==> config.mk <==
export PLATFORM = sky130hd
export DESIGN_NAME = sub_share_arbiter
export DESIGN_NICKNAME = d
export VERILOG_FILES = /design/src/rtl/sub_share_arbiter.sv
export SDC_FILE = /design/constraint.sdc
export NUM_CORES = 1
export LEC_CHECK = 0
export CORE_MARGIN = 3
export CORE_UTILIZATION = 30
export DETAILED_ROUTE_END_ITERATION = 12
export GPL_ROUTABILITY_DRIVEN = 0
export GPL_TIMING_DRIVEN = 0
export PLACE_DENSITY = 0.65
export SYNTH_ARGS = -nofsm -noshare
export SYNTH_HDL_FRONTEND = slang
export SYNTH_SLANG_ARGS = --single-unit
==> constraint.sdc <==
create_clock -name clk -period 4.9 [get_ports clk]
set_clock_uncertainty 0.05 [all_clocks]
set_input_delay 1.225 -clock clk [delete_from_list [all_inputs] [get_ports clk]]
set_output_delay 1.225 -clock clk [all_outputs]
set_load 0.05 [all_outputs]
==> src/rtl/sub_share_arbiter.sv <==
// Round-robin arbiter that time-shares one external combinational subtractor
// among N_REQ requesters; one operation every three cycles, one-hot response.
module sub_share_arbiter #(
    parameter int N_REQ = 4,
    parameter int WIDTH = 10
) (
    input  logic                     clk,
    input  logic                     rst_n,
    input  logic [N_REQ-1:0]         req_valid,
    input  logic [N_REQ*WIDTH-1:0]   req_a,
    input  logic [N_REQ*WIDTH-1:0]   req_b,
    output logic [N_REQ-1:0]         req_ready,
    output logic [WIDTH-1:0]         sub_a,
    output logic [WIDTH-1:0]         sub_b,
    input  logic [WIDTH-1:0]         sub_d,
    output logic [N_REQ-1:0]         rsp_valid,
    output logic [WIDTH-1:0]         rsp_diff,
    output logic                     rsp_zero,
    output logic                     busy
);

    localparam int PW = (N_REQ > 1) ? $clog2(N_REQ) : 1;

    typedef enum logic [1:0] {
        IDLE = 2'd0,
        EXEC = 2'd1,
        DONE = 2'd2
    } state_t;

    state_t            state_reg, state_next;
    logic [PW-1:0]     ptr_reg;
    logic [PW-1:0]     owner_reg;
    logic [WIDTH-1:0]  a_reg, b_reg, diff_reg;
    logic              zero_reg;

    logic              grant_found;
    logic [PW-1:0]     grant_idx;
    logic [PW:0]       scan_sum;
    logic [PW-1:0]     scan_idx;
    logic [N_REQ-1:0]  grant_onehot;
    logic [N_REQ-1:0]  owner_onehot;
    logic [WIDTH-1:0]  a_arr [N_REQ];
    logic [WIDTH-1:0]  b_arr [N_REQ];

    generate
        for (genvar gi = 0; gi < N_REQ; gi++) begin : g_port
            assign a_arr[gi]        = req_a[gi*WIDTH +: WIDTH];
            assign b_arr[gi]        = req_b[gi*WIDTH +: WIDTH];
            assign grant_onehot[gi] = grant_found && (grant_idx == PW'(gi));
            assign owner_onehot[gi] = (owner_reg == PW'(gi));
        end
    endgenerate

    // Scan from the far end back toward ptr so the nearest valid requester wins.
    always_comb begin
        grant_found = 1'b0;
        grant_idx   = '0;
        scan_sum    = '0;
        scan_idx    = '0;
        for (int k = N_REQ - 1; k >= 0; k--) begin
            scan_sum = {1'b0, ptr_reg} + (PW+1)'(k);
            if (scan_sum >= (PW+1)'(N_REQ))
                scan_sum = scan_sum - (PW+1)'(N_REQ);
            scan_idx = scan_sum[PW-1:0];
            if (req_valid[scan_idx]) begin
                grant_found = 1'b1;
                grant_idx   = scan_idx;
            end
        end
    end

    always_ff @(posedge clk or negedge rst_n) begin
        if (!rst_n)
            state_reg <= IDLE;
        else
            state_reg <= state_next;
    end

    always_comb begin
        state_next = state_reg;
        case (state_reg)
            IDLE:    if (grant_found) state_next = EXEC;
            EXEC:    state_next = DONE;
            DONE:    state_next = IDLE;
            default: state_next = IDLE;
        endcase
    end

    // req_ready is gated by rst_n so nothing is offered while reset is held.
    always_comb begin
        req_ready = '0;
        sub_a     = '0;
        sub_b     = '0;
        rsp_valid = '0;
        busy      = 1'b0;
        case (state_reg)
            IDLE: begin
                if (rst_n)
                    req_ready = grant_onehot;
            end
            EXEC: begin
                sub_a = a_reg;
                sub_b = b_reg;
                busy  = 1'b1;
            end
            DONE: begin
                rsp_valid = owner_onehot;
                busy      = 1'b1;
            end
            default: ;
        endcase
    end

    always_ff @(posedge clk or negedge rst_n) begin
        if (!rst_n) begin
            ptr_reg   <= '0;
            owner_reg <= '0;
            a_reg     <= '0;
            b_reg     <= '0;
            diff_reg  <= '0;
            zero_reg  <= 1'b0;
        end else begin
            case (state_reg)
                IDLE: begin
                    if (grant_found) begin
                        owner_reg <= grant_idx;
                        a_reg     <= a_arr[grant_idx];
                        b_reg     <= b_arr[grant_idx];
                    end
                end
                EXEC: begin
                    diff_reg <= sub_d;
                    zero_reg <= (sub_d == '0);
                end
                DONE: begin
                    ptr_reg <= (owner_reg == PW'(N_REQ - 1)) ? '0 : owner_reg + 1'b1;
                end
                default: ;
            endcase
        end
    end

    assign rsp_diff = diff_reg;
    assign rsp_zero = zero_reg;

endmodule

==> Yosys cells after proc, flatten, opt, wreduce, memory -nomap -nowiden <==
Cells that the tools add are included.
Widths: inputs -> output; s select.
{ "totals": {"input_bits": 96, "elab_cells": 79, "out_inout_bits": 40, "register_bits": 37} }
{ "op_classes": {"reduce_logical": 10, "bitwise_logic": 1, "order_cmp": 9, "n_addsub": 8, "muxes": 35, "n_eq_ne": 9} }
{ "ops": {"columns": ["op", "n"], "rows": [
  ["$mux 10", 6],
  ["$bmux 10 s2", 2],
  ["$mux 2", 10],
  ["$ge 3x3->1 const B", 4],
  ["$lt 2x3->1 const B", 4],
  ["$mux 4", 3],
  ["$eq 2x2->1 const B", 5],
  ["$logic_not 10->1", 1],
  ["$mux 1", 9],
  ["$bmux 1 s2", 4],
  ["$sub 2x1->2 const B", 4],
  ["$add 2x2->3 const B", 2],
  ["$eq 2x1->1 const B", 3],
  ["$logic_not 2->1", 3],
  ["$logic_and 1x1->1", 4],
  ["$pmux 2 s2", 1],
  ["$add 2x1->3 const B", 1],
  ["$ge 2x3->1 const B", 1],
  ["$not 2->3", 1],
  ["$add 2x1->2 const B", 1],
  ["$ne 2x2->1 const B", 1],
  ["$reduce_and 2->1", 1],
  ["$reduce_or 2->1", 1]
]} }

==> Logic depth before layout (Yosys ltp) <==
Gate-level depths: netlist (run 1).
{ "depth": {"ltp_word": 13, "depth_mapped": 7, "mapped_depth_nobuf": 6} }

==> Worst setup path after synthesis (run 1) <==
No wires, ideal clock.
{ "synth_path": {"path_type": "input port to output port", "startpoint": "input port req_valid[3]", "endpoint": "output port req_ready[1]", "cell_stages": 5, "required_time_ps": 3625, "slack_ps": 659, "arrival_ps": 2966, "path_buffers": 1, "path_cell_list": "mux2i_1 a32oi_2 nand2_2 buf_4 nor3_1"} }
{ "synth_via": {"elab_chain_len": 10, "word_cells_on_any_way": 20, "classes_between": "eq/ne (1); mux (18); reduce/logical (1)"} }
{ "synth_lines": {"columns": ["element", "line", "text"], "rows": [
  ["from (decl)", "9", "input logic [N_REQ-1:0] req_valid,"],
  ["$bmux 1 s2", "65", "if (req_valid[scan_idx]) begin"],
  ["$mux 1 (implied by the code)", "65", null],
  ["$mux 2 (4 in series)", "65", null],
  ["$eq 2x1->1", "49", "assign grant_onehot[gi] = grant_found && (grant_idx == PW'(gi));"],
  ["$logic_and 1x1->1 *", "49", null],
  ["$mux 4 *", "98", "if (rst_n)"],
  ["$mux 4 *", "96", "case (state_reg)"],
  ["to (decl)", "12", "output logic [N_REQ-1:0] req_ready,"]
]} }
Every way passes the cells marked *; elsewhere a longest branch is shown, timed or not. The select of a mux whose other input is x is not followed.

==> Worst setup path in the final report (run 1) <==
Ends and elaborated chain as after synthesis.

==> results of run 1 <==
[per-stage QoR]
step / instance area (um^2) / power (mW) / std cells / utilization (%)
3_3_place_gp: 3920 / 1.99 / 503 / 50.1
4_1_cts: 4030 / 2.29 / 511 / 51.6
6_report: 4030 / 2.26 / 511 / 51.7
5_1_grt: 4030 / 2.43 / 511 / 51.7
2_1_floorplan: 2440 / 1.52 / 266 / -
3_5_place_dp: 3910 / 2.01 / 503 / 50.1
[how the worst max path moves through the flow]
| stage | start | end | slack (ns) | cells after the start |
|---|---|---|---|---|
| finish | req_valid[3] | req_ready[1] | 0.22 | 7 |
| global route | req_valid[3] | req_ready[1] | 0.10 | 7 |
| CTS | req_valid[3] | req_ready[0] | 0.03 | 7 |
| detailed placement | req_valid[3] | req_ready[1] | -0.08 | 7 |
| global placement | rst_n | req_ready[2] | -0.72 | 4 |
| floorplan | req_valid[3] | req_ready[1] | 0.66 | 5 |
[cells in the mapped netlist]
library cell	count
dfrtp_1	37
nand2_1	29
and2_1	27
mux2i_1	21
a21boi_0	20
and3_1	20
o211ai_1	20
o21ai_0	15
clkbuf_1	11
o21ai_1	11
mux2_2	10
ha_1	8
inv_1	7
buf_2	5
nor3_1	5
buf_4	2
nand2b_1	2
nor2_1	2
or2_2	2
a21o_1	1
a21oi_1	1
a32oi_2	1
buf_1	1
nand2_2	1
nand3_1	1
nor2b_1	1
nor4_1	1
nor4b_1	1
o21a_1	1
o221ai_1	1
or4_1	1
[worst register-to-register path: cells and delay by family, from the launching register on]
family	cells	cell delay, ns
buffers and inverters	1	0.34
AO/OA/AOI/OAI	4	0.98
multiplexers	1	0.16
flip-flops	1	0.43
[layout make-up]
class | count | share of cell area (%)
Timing Repair Buffer | 135 | 33.4
Clock inverter | 2 | 0.931
Sequential cell | 37 | 23.0
Multi-Input combinational cell | 203 | 34.7
Tap cell | 102 | 3.16
Inverter | 7 | 0.652
Buffer | 19 | 2.11
Clock buffer | 6 | 2.05
[cells by family (layout without fill, tap and decap cells)]
group / after synthesis / count (layout) / share of synthesized area, %
buffers and inverters: 26 / 169 / 4.57
AND/OR/NAND/NOR: 93 / 93 / 20.5
flip-flops: 37 / 37 / 38.0
multiplexers: 31 / 31 / 13.3
adder cells (fa/ha/maj): 8 / 8 / 4.11
AO/OA/AOI/OAI: 71 / 71 / 19.5
[power groups by stage]
stage	Sequential (mW)	Combinational, mW	Clock (mW)
5_1_grt	0.550	1.58	0.301
4_1_cts	0.532	1.48	0.286
3_3_place_gp	0.532	1.46	0
2_1_floorplan	0.674	0.849	0
3_5_place_dp	0.539	1.47	0
6_report	0.531	1.46	0.277
[layer usage]
metal | vias up | wire, um | GRT usage (%)
met1 | 1099 | 3320 | 20.6
met5 | - | 0 | 0
li1 | 1225 | - | -
met3 | 4 | 371 | 2.97
met4 | 0 | 93 | 5.33
met2 | 62 | 3870 | 28.8
[repair_timing]
item	CTS	global route
hold buffers	0	0
pin swaps	0	0
endpoints found under the setup margin	2	2
setup buffers	0	0
resized for setup	2	2
==> impl_metrics.env, run 1 <==
export IMPL_die_w_um=96.1
export IMPL_cts_made_buffers=5
export IMPL_clk_latency_ns=0.28
export IMPL_min_to="a_reg[4]$_DFFE_PN0P_"
export IMPL_fp_dieArea_um2=9240
export IMPL_post_place_ws_ns=-0.0831
export IMPL_final_hold_viol_count=0
export IMPL_avgSynthCellArea_um2=9.16
export IMPL_multiInputGateArea_um2=1400
export IMPL_ant_nets=0
export IMPL_vias=2390
export IMPL_holdCritStartpoint="a_reg[4]$_DFFE_PN0P_"
export IMPL_syn2layout_area_growth_pct=65.5
export IMPL_drc=0
export IMPL_finalSetupViolations=0
export IMPL_rrSetupSlack_ns=2.81
export IMPL_fin_crit_ns=4.68
export IMPL_antenna_cells=0
export IMPL_min_path_cells=2
export IMPL_ys_warn_count=0
export IMPL_cp_data_arrival_time_ns=3.40
export IMPL_crit_path_cell_trace="clkdlybuf4s50_1 -> mux2i_1 -> a32oi_2 -> nand2_2 -> buf_4 -> nor3_1 -> dlygate4sd2_1"
export IMPL_synth_top_cell_by_area="dfrtp_1"
export IMPL_cpMaxStageDelayCell="dlygate4sd2_1"
export IMPL_synth_top_area_share_pct=38.0
export IMPL_wire_per_inst_um=15.0
export IMPL_start_util_pct=31.2
export IMPL_drv_slew=0
export IMPL_whs_ns=0.439
export IMPL_power_frac_seq_pct=23.5
export IMPL_die_y_um=96.1
export IMPL_p_per_area_nw_per_um2=561
export IMPL_critPathBufInv=3
export IMPL_io_pin_count=136
export IMPL_antenna_found_initial=0
export IMPL_dr_pass1_iters=4
export IMPL_switching_share_pct=47.6
export IMPL_final_common_cell="clkdlybuf4s50_1"
export IMPL_grt_pass1_vias=2343
export IMPL_combPwrFrac_pct=64.3
export IMPL_drive_gt1_share_pct=7.33
export IMPL_rsz0062_at_grt="no"
export IMPL_reg2reg_from="ptr_reg[1]$_DFFE_PN0P_"
export IMPL_worst_setup_path_type="in2out"
export IMPL_maxCapViolations=0
export IMPL_synthCells=266
export IMPL_clk_pin_slew_ns=0.08
export IMPL_fmax_mhz=214
export IMPL_nets=512
export IMPL_peakVddDrop_v=0.000150
export IMPL_tns_ns=0
export IMPL_port_buffers=135
export IMPL_required_ns=3.62
export IMPL_cts_max_level=2
export IMPL_vias_per_cell=4.68
export IMPL_switchingPower_mw=1.08
export IMPL_seq_area_um2=926
export IMPL_critPathMaxFanout=10
export IMPL_fin_ws_ns=0.224
export IMPL_hpwlAfterDp_um=6190
export IMPL_layout_common_cells="130 x clkdlybuf4s50_1, 37 x dfrtp_1, 29 x nand2_1"
export IMPL_rows=32
export IMPL_ys_seq_elements=37
export IMPL_p_leak_nw=1.74
export IMPL_worstReg2RegEnd="b_reg[6]$_DFFE_PN0P_"
export IMPL_startpoint_type="input port"
export IMPL_detail_route_wirelength_um=7660
export IMPL_cts_tree="built"
export IMPL_synth_area_um2=2440
export IMPL_synth_area_leaders="dfrtp_1 38%, mux2i_1 8.6%, and2_1 6.9%"
export IMPL_max_slew_margin_rel_pct=41.5
export IMPL_cpLargestDelayFamily="buffers and inverters"
export IMPL_critical_path_max_stage_delay_ns=0.57
export IMPL_fin_crit_sh_pct=95.4
export IMPL_clk_path_buf_depth=2
export IMPL_cts_root_buf="clkbuf_8"
export IMPL_ys_types=31
export IMPL_hold_class="reg2reg"
export IMPL_rr_worst_depth=6
export IMPL_status="finished, final reports clean"
export IMPL_fillers=778
export IMPL_yosysSeqAreaShare_pct=38.0
export IMPL_p_int_mw=1.19
export IMPL_cts_sinks=37
export IMPL_coreArea_um2=7810
export IMPL_tightest_slew_ns=0.878
export IMPL_grt_overflow_total=0
export IMPL_end_kind="output pin"
export IMPL_pwr_share_clk_pct=12.2
export IMPL_drt_iter0_drc=66
export IMPL_synth_fp_nets=370
export IMPL_grt_pass1_wl_um=11600
export IMPL_grtUsageTotal_pct=16.6
export IMPL_grt_max_degree=39
(Power assumes the default switching activity.)
==> run 2, diff against run 1 <==
==> constraint.sdc (replaced) <==
create_clock -name clk -period 4.9 [get_ports clk]
set_clock_uncertainty 0.05 [all_clocks]
set_input_delay 1.47 -clock clk [delete_from_list [all_inputs] [get_ports clk]]
set_output_delay 1.47 -clock clk [all_outputs]
set_load 0.05 [all_outputs]
==> run 2 against run 1 <==
Count of clock-buffer cells in the layout unchanged. Worst setup slack worse by 0.13 ns. Non-clock buffer count up 2.
==> impl_metrics.env, run 2 (synthesis results as in run 1) <==
export IMPL_final_common_cell="clkdlybuf4s50_1"
export IMPL_cts_sinks=37
export IMPL_dr_pass1_iters=4
export IMPL_layout_common_cells="130 x clkdlybuf4s50_1, 37 x dfrtp_1, 29 x nand2_1"
export IMPL_crit_cells=7
export IMPL_grtUsageTotal_pct=16.6
export IMPL_p_per_area_nw_per_um2=565
export IMPL_cts_hold_buf=0
export IMPL_min_path_cells=2
export IMPL_cpMaxStageDelayCell="clkdlybuf4s50_1"
export IMPL_p_leak_nw=1.72
export IMPL_whs_ns=0.439
export IMPL_finalSetupViolations=0
export IMPL_clk_path_buf_depth=2
export IMPL_syn2layout_area_growth_pct=65.5
export IMPL_grt_overflow_total=0
export IMPL_fin_area_um2=4030
export IMPL_final_hold_viol_count=0
export IMPL_critical_path_max_stage_delay_ns=0.54
export IMPL_peakVddDrop_v=0.000150
export IMPL_tns_ns=0
export IMPL_cts_tree="built"
export IMPL_finalPower_mw=2.28
export IMPL_fillers=783
export IMPL_worstReg2RegEnd="a_reg[3]$_DFFE_PN0P_"
export IMPL_nets=514
export IMPL_holdCritStartpoint="a_reg[4]$_DFFE_PN0P_"
export IMPL_final_util_pct=51.6
export IMPL_clk_pin_slew_ns=0.08
export IMPL_antenna_found_initial=0
export IMPL_coreArea_um2=7810
export IMPL_critPathBufInv=3
export IMPL_crit_path_cell_trace="clkdlybuf4s50_1 -> mux2i_1 -> a32oi_2 -> nand2_2 -> buf_4 -> nor3_1 -> buf_2"
export IMPL_rrSetupSlack_ns=2.71
export IMPL_startpoint_type="input port"
export IMPL_cts_made_buffers=5
export IMPL_antenna_cells=0
export IMPL_fin_ws_ns=0.0927
export IMPL_required_ns=3.38
export IMPL_rows=32
export IMPL_tightest_slew_ns=0.879
export IMPL_drc=0
export IMPL_grt_max_degree=39
export IMPL_status="finished, final reports clean"
export IMPL_reg2reg_from="ptr_reg[1]$_DFFE_PN0P_"
export IMPL_multiInputGateArea_um2=1400
export IMPL_fin_crit_ns=4.81
export IMPL_clk_latency_ns=0.28
export IMPL_cpLargestDelayFamily="buffers and inverters"
export IMPL_hold_class="reg2reg"
export IMPL_die_w_um=96.1
export IMPL_cts_max_level=2
export IMPL_hpwlAfterDp_um=6190
export IMPL_end_kind="output pin"
export IMPL_rsz0062_at_grt="no"
export IMPL_worst_setup_path_type="in2out"
export IMPL_port_buffers=135
export IMPL_post_place_ws_ns=-0.573
export IMPL_ant_nets=0
export IMPL_vias=2403
export IMPL_min_to="a_reg[4]$_DFFE_PN0P_"
export IMPL_wire_per_inst_um=15.0
export IMPL_cp_data_arrival_time_ns=3.29
export IMPL_fin_cells=513
export IMPL_critPathMaxFanout=10
export IMPL_vias_per_cell=4.68
export IMPL_max_slew_margin_rel_pct=41.4
export IMPL_seq_area_um2=926
export IMPL_fp_dieArea_um2=9240
export IMPL_grt_pass1_vias=2349
export IMPL_grt_pass1_wl_um=11600
export IMPL_cts_root_buf="clkbuf_8"
export IMPL_rr_worst_depth=8
export IMPL_fin_crit_sh_pct=98.1
export IMPL_placed_area_um2=3910
export IMPL_fmax_mhz=208
export IMPL_io_pin_count=136
export IMPL_die_y_um=96.1
export IMPL_post_place_cells=503
export IMPL_drive_gt1_share_pct=9.00
export IMPL_detail_route_wirelength_um=7700
export IMPL_drt_iter0_drc=60
export IMPL_maxCapViolations=0
export IMPL_drv_slew=0
export IMPL_start_util_pct=31.2
## run 2: changes by cell type in the layout (fill, tap and decap cells not counted), sizes merged
cell          previous run  this run
buf                      9        13
clkbuf                  17        19
dlygate4sd2              2         0
dlymetal6s2s             2         0
## run 2: worst max path at each step
| stage | from | end | slack, ns |
|---|---|---|---|
| 2_1_floorplan | req_valid[3] | req_ready[1] | 0.17 |
| 3_3_place_gp | rst_n | req_ready[2] | -1.21 |
| 3_5_place_dp | req_valid[3] | req_ready[1] | -0.57 |
| 4_1_cts | req_valid[2] | req_ready[0] | 0.001 |
| 5_1_grt | req_valid[2] | req_ready[0] | 0.01 |
| 6_report | req_valid[3] | req_ready[1] | 0.09 |
## run 2: area by class of cell
cell class	count	area share (%)
Clock buffer	6	2.05
Inverter	7	0.652
Sequential cell	37	23.0
Clock inverter	2	0.931
Buffer	19	2.14
Tap cell	102	3.17
Timing Repair Buffer	137	33.4
Multi-Input combinational cell	203	34.7
## run 2: per-layer routing
metal / global-route usage (%) / part of all wire [%] / routed length (um)
met1: 20.7 / 43 / 3330
met2: 29.0 / 50 / 3880
met3: 2.97 / 4.8 / 368
met4: 5.33 / 1.6 / 125
met5: 0 / 0 / 0
## run 2: tightest hold or removal path, delay by kind of cell (launching register included)
kind	cells	cell delay (ns)
flops	1	0.34
compound gates	1	0.07
simple gates	1	0.05
## run 2: repair_timing
item,in CTS,in global routing
pin swaps,1,1
cloned,0,0
resized for setup,21,6
endpoints found under the setup margin,4,4
buffers inserted,1,1
## run 2: power by group
| part | internal [mW] | leakage [nW] | switching [mW] |
|---|---|---|---|
| clock network | 0.166 | 0.0574 | 0.112 |
| registers | 0.455 | 0.453 | 0.0760 |
| logic | 0.575 | 1.21 | 0.893 |
